==> src/rtl/instruction_fetch.sv <==
// instruction_fetch: PC owner and fetch stage feeding a registered valid/ready slot to decode
module instruction_fetch #(
  parameter int ADDR_WIDTH = 32,
  parameter int DATA_WIDTH = 32,
  parameter logic [ADDR_WIDTH-1:0] RESET_VECTOR = 32'h0000_0000,
  parameter logic [ADDR_WIDTH-1:0] TRAP_VECTOR = 32'h0000_0100,
  parameter logic [DATA_WIDTH-1:0] NOP_INSTR = 32'h0000_0013
) (
  input  logic                  clk,
  input  logic                  rst,
  output logic [ADDR_WIDTH-1:0] fetchAddr,
  input  logic [DATA_WIDTH-1:0] fetchInstr,
  output logic                  outValid,
  input  logic                  outReady,
  output logic [DATA_WIDTH-1:0] outInstr,
  output logic [ADDR_WIDTH-1:0] outPc,
  input  logic                  redirectValid,
  input  logic [ADDR_WIDTH-1:0] redirectTarget,
  input  logic                  trapValid,
  input  logic                  halt,
  output logic                  excMisaligned,
  output logic [ADDR_WIDTH-1:0] excAddr,
  output logic [31:0]           issueCount
);
  logic [ADDR_WIDTH-1:0] pc;
  logic advance, handshake, misaligned;
  assign fetchAddr = pc;
  assign handshake = outValid && outReady;
  assign advance = !outValid || outReady;
  assign misaligned = redirectTarget[1:0] != 2'b00;
  always_ff @(posedge clk) begin
    if (rst) begin
      pc <= RESET_VECTOR;
      outValid <= 1'b0;
      outInstr <= NOP_INSTR;
      outPc <= '0;
      excMisaligned <= 1'b0;
      excAddr <= '0;
      issueCount <= '0;
    end else begin
      excMisaligned <= 1'b0;
      if (handshake && issueCount != 32'hFFFF_FFFF) issueCount <= issueCount + 32'd1;
      if (trapValid) begin
        pc <= TRAP_VECTOR;
        outValid <= 1'b0;
        outInstr <= NOP_INSTR;
      end else if (redirectValid) begin
        pc <= misaligned ? TRAP_VECTOR : redirectTarget;
        outValid <= 1'b0;
        if (misaligned) begin
          excMisaligned <= 1'b1;
          excAddr <= redirectTarget;
        end
      end else if (halt) begin
        if (handshake) outValid <= 1'b0;
      end else if (advance) begin
        outInstr <= fetchInstr;
        outPc <= pc;
        outValid <= 1'b1;
        pc <= pc + ADDR_WIDTH'(4);
      end
    end
  end
endmodule

==> config.mk <==
export PLATFORM = sky130hd
export DESIGN_NAME = instruction_fetch
export DESIGN_NICKNAME = d
export VERILOG_FILES = /design/src/rtl/instruction_fetch.sv
export SDC_FILE = /design/constraint.sdc
export NUM_CORES = 1
export LEC_CHECK = 0
export CAP_MARGIN = 5
export CORE_MARGIN = 4
export CORE_UTILIZATION = 46
export DETAILED_ROUTE_END_ITERATION = 10
export PLACE_DENSITY = 0.83
export REMOVE_ABC_BUFFERS = 1
export SLEW_MARGIN = 25
export SYNTH_ARGS = -nofsm -noshare
export SYNTH_HDL_FRONTEND = slang
export SYNTH_SLANG_ARGS = --single-unit
==> constraint.sdc <==
create_clock -name clk -period 2.55 [get_ports clk]
set_clock_uncertainty 0.2 [all_clocks]
set_input_delay 0.51 -clock clk [delete_from_list [all_inputs] [get_ports clk]]
set_output_delay 0.51 -clock clk [all_outputs]
set_load 0.1 [all_outputs]
==> results.json <==
{
  "portBuffers": 231,
  "synthCells": 865,
  "cp.arrival_ns": 2.35,
  "grt_setup_unrepaired": "false",
  "finalCritPeriodShare_pct": 87.3,
  "drc_errors": 0,
  "synth.area.mux_share_pct": 1.53,
  "place_hpwl_mm": 15.4,
  "die_h_um": 130,
  "layout.nets": 1175,
  "synth-xor-area-share_pct": 1.53,
  "wirelength_mm": 21.3,
  "place_ws_ns": 0.0101,
  "cts_tree": "yes",
  "path_class": "reg -> reg",
  "boundaryPins": 232,
  "cts_root_buffer": "clkbuf_16",
  "ys_ff_latch": 162,
  "reg2reg_depth": 7,
  "min_path_type": "reg -> reg",
  "critical_path_required_ns": 2.68,
  "timing.final.ws_setup_ns": 0.323,
  "dieArea_mm2": 0.0170,
  "cp_max_fo": 8,
  "worstMarginPinSlew_ns": 0.571,
  "grt_antenna_before_repair": 0,
  "cts_setup_buffers": 0,
  "ir_drop_mv": 0.583,
  "final_hold_viol_count": 0,
  "grt-ovfl-total": 0,
  "period_needed_ns": 2.23,
  "grt_pass1_wl_mm": 33.7,
  "final_common_cell": "nand2_1",
  "ys_types": 54,
  "max_slew_margin_pct": 61.8,
  "clockBufferDepth": 2,
  "finalSetupViolCount": 0,
  "start_util_pct": 47.1,
  "clk_pin_slew_ns": 0.06,
  "ant_nets": 0,
  "worst_setup_path_start_kind": "flop",
  "postCtsHoldBufs": 0,
  "track_usage_pct": 24.8,
  "gp_congestion": 0.941,
  "cts_sinks": 162,
  "layout_common_cells": "224 x nand2_1, 199 x buf_4, 162 x dfxtp_1",
  "synth_compound_area_share_pct": 17.7,
  "drtPass1Iterations": 6,
  "hold_slack_ns": 0.252,
  "p_total_mw": 5.86,
  "drive_gt1_share_pct": 23.1,
  "wl_per_cell_um": 16.4,
  "clk-insertion-delay-late_ns": 0.41,
  "crit_path_end_kind": "flop",
  "status": "finished, final reports clean",
  "grt_pass1_vias": 6589,
  "yosys_most_used_dff": "dfxtp_1",
  "synth_top_family_by_area": "simple AND/OR/NAND/NOR gates",
  "leakage_nw": 3.82,
  "powerDensity_mw_per_mm2": 599,
  "ys_warn_count": 0,
  "yosys.area_share.simple_pct": 28.0,
  "multi_input_area_mm2": 0.00339,
  "postSynthAreaPerCell_um2": 7.94,
  "cts_made_buffers": 17,
  "async_reset_ff_share_pct": 0,
  "synth_edf_count": 0,
  "slew_violations": 0,
  "cts_resized": 0,
  "rows": 44,
  "grt_max_degree": 102,
  "ys_seq_area_share_pct": 47.2,
  "num_vias": 7144,
  "antenna_cells": 0,
  "syn_area_mm2": 0.00687,
  "regArea_mm2": 0.00324,
  "synth_adder_area_share_pct": 0.364,
  "maxCapViolations": 0,
  "core_area_mm2": 0.0146,
  "die-width_um": 130,
  "setup-tns-final_ns": 0,
  "fill_cells": 1229,
  "vias_per_cell": 5.50,
  "hold_depth": 2,
  "cts_htree_levels": 4,
  "drt_iter0_markers": 646,
  "max_freq_mhz": 449,
  "syn2layout_area_growth_pct": 42.3
}
## metal layers
layer | vias up | GRT usage, % | wire length (um)
li1 | 3531 | - | -
met1 | 3313 | 31.2 | 8840
met2 | 271 | 40.9 | 10200
met3 | 29 | 7.86 | 1910
met4 | 0 | 7.15 | 371
met5 | - | 0 | 0
## cells by family after synthesis
family,after synthesis
XOR/XNOR,12
AO/OA/AOI/OAI,218
flip-flops,162
AND/OR/NAND/NOR,400
adder cells (fa/ha/maj),2
buffers and inverters,61
multiplexers,10
## Yosys cell counts (all sizes together), types with 3 or more instances
cell,number,area share [%]
nor2,25,1.4
mux2,4,0.66
mux2i,6,0.87
buf,13,1.1
a22oi,8,0.87
or3,16,1.5
nor4,8,0.91
nor3,19,1.7
dfxtp,162,47
a21oi,148,11
o31ai,13,1.4
nand2,224,12
or2,3,0.27
clkbuf,43,2.3
and4,10,1.3
nor2b,4,0.36
and2,5,0.49
xor2,9,1.1
nand4,20,1.9
or4,13,1.4
o21ai,26,1.9
a22o,3,0.38
o22ai,3,0.27
a21o,3,0.33
a211oi,3,0.33
nand2b,4,0.36
inv,4,0.22
nand3,30,2.3
xnor2,3,0.38
and3,17,1.6
## worst max-delay path: stages (launching register included)
cell and delay (ns):
dfxtp_1 0.44, ha_1 0.26, nand3_1 0.19, nor4_2 0.31, buf_4 0.23, nand4_1 0.12, xor2_1 0.16, a211oi_1 0.23
## sequential cells by signal (all words and copies together), names as in the netlist
register	cells
outPc	32
excMisaligned	1
outValid	1
outInstr	32
issueCount	32
excAddr	32
fetchAddr	32
## metrics by stage
step / instance area (um^2) / instances / util, %
floorplan: 6640 / 809 / -
global placement: 9220 / 1268 / 63.2
detailed placement: 9220 / 1268 / 63.2
CTS: 9780 / 1298 / 67.0
global route: 9780 / 1298 / 67.0
finish: 9780 / 1298 / 67.0
## final cells by class
class / instances / share of cell area [%]
Clock inverter: 5 / 0.793
Multi-Input combinational cell: 642 / 34.7
Sequential cell: 162 / 33.2
Tap cell: 184 / 2.35
Clock buffer: 25 / 4.96
Timing Repair Buffer: 275 / 23.9
Inverter: 5 / 0.192
## power by group
part           internal [mW]  total [mW]  switching, mW
Combinational          0.243       0.788          0.545
Clock                   1.51        2.47          0.961
Sequential              2.57        2.60         0.0292
Total                   4.33        5.86           1.54
## worst paths after layout
check | endpoint | slack, ns | startpoint
worst min register to register | outInstr[7] | 0.25 | outInstr[7]
worst min-delay path | outInstr[7] | 0.25 | outInstr[7]
worst max-delay path | fetchAddr[28] | 0.32 | fetchAddr[3]
worst max register to register | fetchAddr[28] | 0.32 | fetchAddr[3]
No activity file was read; power rests on OpenSTA's default activity.
